[config.mk]
export PLATFORM = sky130hd
export DESIGN_NAME = te_stage2_rx_seq
export DESIGN_NICKNAME = d
export VERILOG_FILES = /design/src/rtl/timing_engine_pkg.sv /design/src/rtl/te_iso_capture.sv /design/src/rtl/te_stage2_rx_seq.sv
export SDC_FILE = /design/constraint.sdc
export NUM_CORES = 1
export LEC_CHECK = 0
export ABC_AREA = 1
export CAP_MARGIN = 30
export CORE_MARGIN = 2
export CORE_UTILIZATION = 45
export DETAILED_ROUTE_END_ITERATION = 7
export MAX_ROUTING_LAYER = met4
export PLACE_DENSITY_LB_ADDON = 0.12
export SLEW_MARGIN = 20
export SYNTH_ARGS = -nofsm -noshare
export SYNTH_HDL_FRONTEND = slang
export SYNTH_HIERARCHICAL = 1
export SYNTH_SLANG_ARGS = --single-unit
[constraint.sdc]
create_clock -name ck -period 1.6 [get_ports ck]
set_input_delay 0.16 -clock ck [delete_from_list [all_inputs] [get_ports ck]]
set_output_delay 0.16 -clock ck [all_outputs]
set_load 0.01 [all_outputs]
[src/rtl/timing_engine_pkg.sv]
// Shared types and default timing constants for the timing-engine Stage2 blocks.
package timing_engine_pkg;

  // Sequencer states; encoding is free, outputs are decoded explicitly.
  typedef enum logic [2:0] {
    IDLE     = 3'd0,
    WAIT_PLL = 3'd1,
    RAMP     = 3'd2,
    RX_ON    = 3'd3,
    ISO_HOLD = 3'd4
  } te_state_e;

  localparam int TE_SETTLE_CYCLES_DEF  = 4;
  localparam int TE_RAMP_CYCLES_DEF    = 8;
  localparam int TE_TIMEOUT_CYCLES_DEF = 256;

  // True for states in which a Stage1 isolation episode forces ISO_HOLD.
  function automatic logic te_iso_sensitive(input te_state_e s);
    return (s == WAIT_PLL) || (s == RAMP) || (s == RX_ON);
  endfunction

endpackage

[src/rtl/te_iso_capture.sv]
// Isolation clamp and capture flops for Stage1 signals entering a Stage2 consumer.
// While isolated, Stage1 outputs are forced to 0 before they are captured.
module te_iso_capture (
  input  logic ck,
  input  logic arst,
  input  logic iso_in,
  input  logic pll_in,
  input  logic fs_in,
  output logic pll_q,
  output logic fs_q,
  output logic iso_q
);

  logic pll_d;
  logic fs_d;
  logic iso_d;

  // Clamp Stage1 values with the isolation indication.
  always_comb begin
    pll_d = pll_in & ~iso_in;
    fs_d  = fs_in & ~iso_in;
    iso_d = iso_in;
  end

  // One-cycle capture stage; all Stage1-derived state starts cleared.
  always_ff @(posedge ck or negedge arst) begin
    if (!arst) begin
      pll_q <= 1'b0;
      fs_q  <= 1'b0;
      iso_q <= 1'b0;
    end else begin
      pll_q <= pll_d;
      fs_q  <= fs_d;
      iso_q <= iso_d;
    end
  end

endmodule

[src/rtl/te_stage2_rx_seq.sv]
// Stage2 receive sequencer: qualifies the Stage1 PLL and sequences radioEnable/radioRxEn.
// Optional PLL watchdog is compiled in with `define TE_PLL_TIMEOUT_EN.
module te_stage2_rx_seq
  import timing_engine_pkg::*;
#(
  parameter int SETTLE_CYCLES  = TE_SETTLE_CYCLES_DEF,
  parameter int RAMP_CYCLES    = TE_RAMP_CYCLES_DEF,
  parameter int TIMEOUT_CYCLES = TE_TIMEOUT_CYCLES_DEF
) (
  input  logic ck,
  input  logic arst,
  input  logic isolateM1,
  input  logic enableReq,
  input  logic pllSettled,
  input  logic tArstFs,
  output logic radioEnable,
  output logic radioRxEn,
  output logic pllTimeout
);

  localparam int SETTLE_W = $clog2(SETTLE_CYCLES + 1);
  localparam int RAMP_W   = $clog2(RAMP_CYCLES + 1);
  localparam logic [SETTLE_W-1:0] SETTLE_LAST = SETTLE_W'(SETTLE_CYCLES - 1);
  localparam logic [RAMP_W-1:0]   RAMP_LAST   = RAMP_W'(RAMP_CYCLES - 1);

  // Reject degenerate timing at elaboration.
  if (SETTLE_CYCLES < 1 || RAMP_CYCLES < 1 || TIMEOUT_CYCLES < 1) begin : g_param_check
    $error("te_stage2_rx_seq: SETTLE/RAMP/TIMEOUT_CYCLES must be >= 1");
  end

  logic pll_q;
  logic fs_q;
  logic iso_q;

  te_iso_capture u_capture (
    .ck     (ck),
    .arst   (arst),
    .iso_in (isolateM1),
    .pll_in (pllSettled),
    .fs_in  (tArstFs),
    .pll_q  (pll_q),
    .fs_q   (fs_q),
    .iso_q  (iso_q)
  );

  te_state_e             state_q, state_d;
  logic [SETTLE_W-1:0]   settle_cnt_q, settle_cnt_d;
  logic [RAMP_W-1:0]     ramp_cnt_q, ramp_cnt_d;
  logic                  radio_en_q, radio_en_d;
  logic                  radio_rx_q, radio_rx_d;
  logic                  start_ok;

`ifdef TE_PLL_TIMEOUT_EN
  localparam int WD_W = $clog2(TIMEOUT_CYCLES + 1);
  localparam logic [WD_W-1:0] WD_LAST = WD_W'(TIMEOUT_CYCLES - 1);

  logic [WD_W-1:0] wd_cnt_q, wd_cnt_d;
  logic            wd_block_q, wd_block_d;
  logic            pll_timeout_q, pll_timeout_d;

  // After a timeout, the request must be withdrawn before a new attempt.
  assign start_ok   = ~wd_block_q;
  assign pllTimeout = pll_timeout_q;

  // Watchdog state: count, re-arm block and the one-cycle timeout pulse.
  always_ff @(posedge ck or negedge arst) begin
    if (!arst) begin
      wd_cnt_q      <= '0;
      wd_block_q    <= 1'b0;
      pll_timeout_q <= 1'b0;
    end else begin
      wd_cnt_q      <= wd_cnt_d;
      wd_block_q    <= wd_block_d;
      pll_timeout_q <= pll_timeout_d;
    end
  end
`else
  assign start_ok   = 1'b1;
  assign pllTimeout = 1'b0;
`endif

  // State, counters and registered outputs.
  always_ff @(posedge ck or negedge arst) begin
    if (!arst) begin
      state_q      <= IDLE;
      settle_cnt_q <= '0;
      ramp_cnt_q   <= '0;
      radio_en_q   <= 1'b0;
      radio_rx_q   <= 1'b0;
    end else begin
      state_q      <= state_d;
      settle_cnt_q <= settle_cnt_d;
      ramp_cnt_q   <= ramp_cnt_d;
      radio_en_q   <= radio_en_d;
      radio_rx_q   <= radio_rx_d;
    end
  end

  // Next state: fast shutdown, then request withdrawal, then isolation, then normal flow.
  always_comb begin
    state_d      = state_q;
    settle_cnt_d = settle_cnt_q;
    ramp_cnt_d   = ramp_cnt_q;
`ifdef TE_PLL_TIMEOUT_EN
    wd_cnt_d      = wd_cnt_q;
    wd_block_d    = wd_block_q & enableReq;
    pll_timeout_d = 1'b0;
`endif
    if (fs_q) begin
      state_d = IDLE;
    end else if (!enableReq) begin
      state_d = IDLE;
    end else if (iso_q && te_iso_sensitive(state_q)) begin
      state_d = ISO_HOLD;
    end else begin
      case (state_q)
        IDLE: begin
          if (start_ok) begin
            state_d      = WAIT_PLL;
            settle_cnt_d = '0;
          end
        end
        WAIT_PLL: begin
          if (pll_q) begin
            if (settle_cnt_q == SETTLE_LAST) begin
              state_d    = RAMP;
              ramp_cnt_d = RAMP_LAST;
            end else begin
              settle_cnt_d = settle_cnt_q + 1'b1;
            end
          end else begin
            settle_cnt_d = '0;
          end
`ifdef TE_PLL_TIMEOUT_EN
          // Watchdog only fires when no other exit was taken this cycle.
          if (state_d == WAIT_PLL) begin
            if (wd_cnt_q == WD_LAST) begin
              state_d       = IDLE;
              pll_timeout_d = 1'b1;
              wd_block_d    = 1'b1;
            end else begin
              wd_cnt_d = wd_cnt_q + 1'b1;
            end
          end
`endif
        end
        RAMP: begin
          if (!pll_q) begin
            state_d      = WAIT_PLL;
            settle_cnt_d = '0;
          end else if (ramp_cnt_q == '0) begin
            state_d = RX_ON;
          end else begin
            ramp_cnt_d = ramp_cnt_q - 1'b1;
          end
        end
        RX_ON: begin
          if (!pll_q) begin
            state_d      = WAIT_PLL;
            settle_cnt_d = '0;
          end
        end
        ISO_HOLD: begin
          // Lock state from before isolation is not trusted: always re-qualify.
          if (!iso_q) begin
            state_d      = WAIT_PLL;
            settle_cnt_d = '0;
          end
        end
        default: state_d = IDLE;
      endcase
    end
`ifdef TE_PLL_TIMEOUT_EN
    // Every fresh entry into WAIT_PLL starts a new watchdog period.
    if (state_d == WAIT_PLL && state_q != WAIT_PLL) begin
      wd_cnt_d = '0;
    end
`endif
  end

  // Outputs decoded from the next state so they move on the same edge as the state.
  always_comb begin
    radio_en_d = (state_d != IDLE);
    radio_rx_d = (state_d == RX_ON);
  end

  assign radioEnable = radio_en_q;
  assign radioRxEn   = radio_rx_q;

endmodule

After elaboration in Yosys (flattened, before gate mapping):

Cells that the tools add are included.

* register bits after elaboration: 15
* input port bits: 6
* output and inout port bits: 3
* word-level logic and storage cells: 59

* $add $sub $neg: 2
* equal/unequal tests: 13
* multiplexer cells: 20
* bitwise logic cells: 5
* reductions and logical operators: 11

Operators by type and width (number)
* $mux W3: 13
* $mux W4: 4
* $pmux W3 S5: 1
* $eq A3 B2 Y1 const B: 4
* $pmux W3 S4: 1
* $pmux W4 S2: 1
* $reduce_and A8 Y1: 1
* $reduce_and A7 Y1: 1
* $ne A2 B1 Y1 const B: 3
* $ne A2 B2 Y1 const B: 3
* $logic_not A4 Y1: 1
* $reduce_bool A4 Y1: 1
* $sub A4 B1 Y4 const B: 1
* $add A3 B1 Y3 const B: 1
* $eq A3 B1 Y1 const B: 1
* $eq A3 B3 Y1 const B: 1
* $logic_not A3 Y1: 1
* $ne A3 B3 Y1 const B: 1
* $not A1 Y1: 3
* $reduce_bool A3 Y1: 1
* $and A1 B1 Y1: 2
* $logic_or A1 B1 Y1: 2
* $reduce_bool A2 Y1: 1
* $reduce_or A2 Y1: 1
* $logic_and A1 B1 Y1: 1

Longest topological paths before layout:

* depth in word-level cells: 8
* mapped depth: 8
* depth with buffers taken out: 8

By module:

The synthesis kept the hierarchy.

Modules (own cells, without submodules)
* te_stage2_rx_seq: times used 1, cells each 110, area each 799.5 µm², seq. area each 300.3 µm²
* te_iso_capture: times used 1, cells each 7, area each 90.1 µm², seq. area each 75.1 µm²

Worst setup path before layout:

No wires, ideal clock.

* path kind: reg2reg
* from: register settle_cnt_q[0]
* to: register settle_cnt_q[0]
* library setup time: 0.116 ns
* arrival: 1.274 ns
* data required time: 1.484 ns
* slack: 0.209 ns
* stages on the path, launching flop included: 9
* path buffers: 0
* clock period less this slack: 1.391 ns
* path through: dfrtp_1 ha_1 ha_1 a21oi_1 nor2_1 nor2_2 nand2_2 nand2_1 nand2_1

* word-level cells in the longest chain between the ends: 4
* elaborated cells between the ends (all ways): 7
* those cells by class: 1 x add/sub; 2 x eq/ne; 3 x mux; 1 x reduce/logical

Ends and longest elaborated chain
* start, declared: line te_stage2_rx_seq.sv:47 `logic [SETTLE_W-1:0] settle_cnt_q, settle_cnt_d;`
* start signal, assigned: line te_stage2_rx_seq.sv:92 `settle_cnt_q <= settle_cnt_d;`
* $add A3 B1 Y3: line te_stage2_rx_seq.sv:129 `settle_cnt_d = settle_cnt_q + 1'b1;`
* $mux W3: line te_stage2_rx_seq.sv:125 `if (settle_cnt_q == SETTLE_LAST) begin`
* $mux W3: line te_stage2_rx_seq.sv:124 `if (pll_q) begin`
* $pmux W3 S4: line te_stage2_rx_seq.sv:116 `case (state_q)`

Parallel ways exist; a longest one is shown, timed or not. The select of a mux whose other input is x is not followed.
A chain may end at the register's enable or synchronous reset.

Worst setup path in the final report:

Ends and elaborated chain as after synthesis.

==> results.yml <==
detailed_routing:
  wirelength_mm: 1.553
  first_pass_iters: 4
  drtAntennaViolNets: 0
  vias_per_cell: 4.814
  vias: 751
  drc_errors: 0
  wl_per_cell_um: 9.955
  first_iter_violations: 10
sta:
  finalClockSkew_ns: 0.004871
  hold_viol_final: 0
  finalCriticalPeriod_ns: 1.489
  setup_viol: 0
  min_period_over_period: 0.9308
  report.final.slew_viol_count: 0
  clock.fmax_mhz: 671.5
  timing.hold.ws_ns: 0.1805
worst_setup_path:
  crit_path_cell_trace: "ha_1, ha_2, a21oi_2, nor2_1, nor2_2, nand2_2, nand2_1, nand2_1"
  worstSetupEndpointType: "register"
  start_kind: "register"
  crit_family: "simple AND/OR/NAND/NOR gates"
  cp.arrival_ns: 1.68
  worstRegToRegCells: 8
  r2r_slack_ns: 0.11
  slowest_stage: "dfrtp_1"
  path_class: "register to register"
  cp.required_ns: 1.79
  path_common_cell: "nand2_1"
  r2r_start: "settle_cnt_q[0]"
  cp_num_buf_inv: 0
  cp_max_fo: 4
  cpPeakStageDelay_ns: 0.41
  timing.rr.end: "settle_cnt_q[0]"
cts:
  cts_buffers: 3
  cts.hold.buffers_added: 0
  htreeDepth: 1
  clock_latency_ns: 0.29
  cts_buffer_depth: 2
  root_buffer: "clkbuf_4"
  path_clk_slew_ns: 0.09
  cts_sinks: 15
  cts_tree: "built"
grt:
  grt-busiest-layer: "met2"
  grt_use_met1: 0.1915
  grt_pass1_wl_mm: 2.918
  gr-total-overflow: 0
  grt_pass1_vias: 728
  grt_max_degree: 16
  grt_usage: 0.1696
  grt.met3_usage: 0.04012
  grt_util_met2: 0.2685
  antenna_found_initial: 0
floorplan:
  dieArea_mm2: 0.002348
  die_w_um: 48.46
  start_util: 0.4629
  rows: 16
  die_h_um: 48.46
  ioPinCount: 9
  core_mm2: 0.001922
layout:
  final_util: 0.5384
  layout-drive-gt1-share: 0.2016
  areaGrowthSynthToFinish_pct: 16.31
  num-nets-final: 139
  fillers: 200
  num_antenna_cells: 0
synth:
  yosysTopAreaCellShare: 0.4219
  yosysTopAreaCell: "dfrtp_1"
  synth_nets: 126
  postSynthAreaPerCell_um2: 7.603
  synth_edf_count: 0
  async_reset_ff_frac: 1.000
  synth.distinct_cells: 20
  synthTopCellsByArea: "dfrtp_1 42%, nand2_1 14%, inv_1 6.3%, nor2_1 6.3%, nand3_1 6.2%"
  ys_seq_area_frac: 0.4219
  synthCells: 117
  synth_ff_type: "dfrtp_1"
  synth-seq-cells: 15
  ys_top_cells_by_count: "32 x nand2_1, 15 x dfrtp_1, 15 x inv_1, 15 x nor2_1, 11 x nand3_1"
  yosysWarnings: 6
  yosysMostFrequentCell: "nand2_1"
  netlist_area_um2: 889.6
power:
  p_leak_nw: 0.5317
  powerDensity_mw_per_mm2: 874.9
  ir_worst_vdd_mv: 0.5308
hold_path:
  hp-class: "input pin to async pin"
job:
  max-cap-violations: 0
place:
  gp_congestion: 0.9210
  dpl.hpwl_mm: 1.228
  portBuffers: 7
outcome:
  outcome: "complete, no violations"
metal layers:
layer	vias to the layer above	wire length, um
li1	383	-
met1	344	715
met2	18	718
met3	6	63
met4	0	56
met5	-	0
stage by stage:
step | area [um^2] | cells | worst slack [ns] | setup TNS, ns | power [mW]
after detailed placement | 993.5 | 151 | 0.06954 | 0 | 0.6999
after global routing | 1035 | 156 | -0.004888 | -0.008042 | 0.9868
after global placement | 993.5 | 151 | 0.07360 | 0 | 0.6945
final | 1035 | 156 | 0.1107 | 0 | 0.9053
after floorplan | 889.6 | 117 | 0.2094 | 0 | 0.6314
after CTS | 1021 | 155 | 0.05535 | 0 | 0.9261
worst max path at each step:
stage,startpoint,cells after the start,to
after floorplan,settle_cnt_q[0],8,settle_cnt_q[0]
after global placement,settle_cnt_q[0],8,settle_cnt_q[0]
after detailed placement,settle_cnt_q[0],8,settle_cnt_q[1]
after CTS,settle_cnt_q[0],8,settle_cnt_q[1]
after global routing,settle_cnt_q[0],8,settle_cnt_q[0]
final,settle_cnt_q[0],8,settle_cnt_q[0]
worst register-to-register path: cells and delay by family, from the launching register on:
family	cells	cell delay [ns]
flops	1	0.41
compound gates	1	0.14
simple gates	5	0.46
fa+ha+maj	2	0.39
sequential cells by signal, summed over array words and instances (netlist names):
name,cells
ramp_cnt_q,4
settle_cnt_q,3
state_q,3
radioEnable,1
radioRxEn,1
u_capture/fs_q,1
u_capture/iso_q,1
u_capture/pll_q,1
cell usage in the layout (no fill, tap or decap):
cell type and count:
dfrtp_1 15, nor3_4 1, nand2_1 32, nor3_1 1, nand2_4 2, clkdlybuf4s50_1 7, ha_2 1, o21ai_0 3
nand3_1 11, xnor2_1 1, clkbuf_4 3, inv_1 15, clkinv_2 1, a21oi_2 2, buf_4 2, inv_2 3
conb_1 1, nor2_4 1, nor2_2 3, nand2_2 4, nor2_1 15, ha_1 2, nand3_2 3
what timing repair did:
| action | CTS | global route |
|---|---|---|
| resized for setup | 0 | 2 |
| endpoints found under the setup margin | 0 | 3 |
| setup buffers | 0 | 1 |
kinds of logic after synthesis:
| kind of cell | Yosys count | synth area share |
|---|---|---|
| AND/OR/NAND/NOR | 73 | 0.4051 |
| buffers and inverters | 19 | 0.08439 |
| flip-flops | 15 | 0.4219 |
| AO/OA/AOI/OAI | 5 | 0.03234 |
| adder cells (fa/ha/maj) | 3 | 0.04220 |
| XOR/XNOR | 1 | 0.009847 |
| other | 1 | 0.004215 |
final cells by class:
class,count,area [um^2],share of cell area
multi-input combinational,83,445.4,0.4305
clock buffer,3,22.52,0.02177
timing repair buffer,9,85.08,0.08223
clock inverter,1,5.005,0.004837
tap,27,33.78,0.03265
sequential,15,375.4,0.3628
inverter,18,67.56,0.06530
power breakdown:
part | leakage [nW] | switching (mW) | internal (mW) | total [mW]
clock | 0.0177 | 0.124 | 0.0929 | 0.217
combinational | 0.318 | 0.128 | 0.0952 | 0.223
sequential | 0.196 | 0.0434 | 0.422 | 0.465
total | 0.532 | 0.295 | 0.610 | 0.905
(Power assumes the default switching activity.)
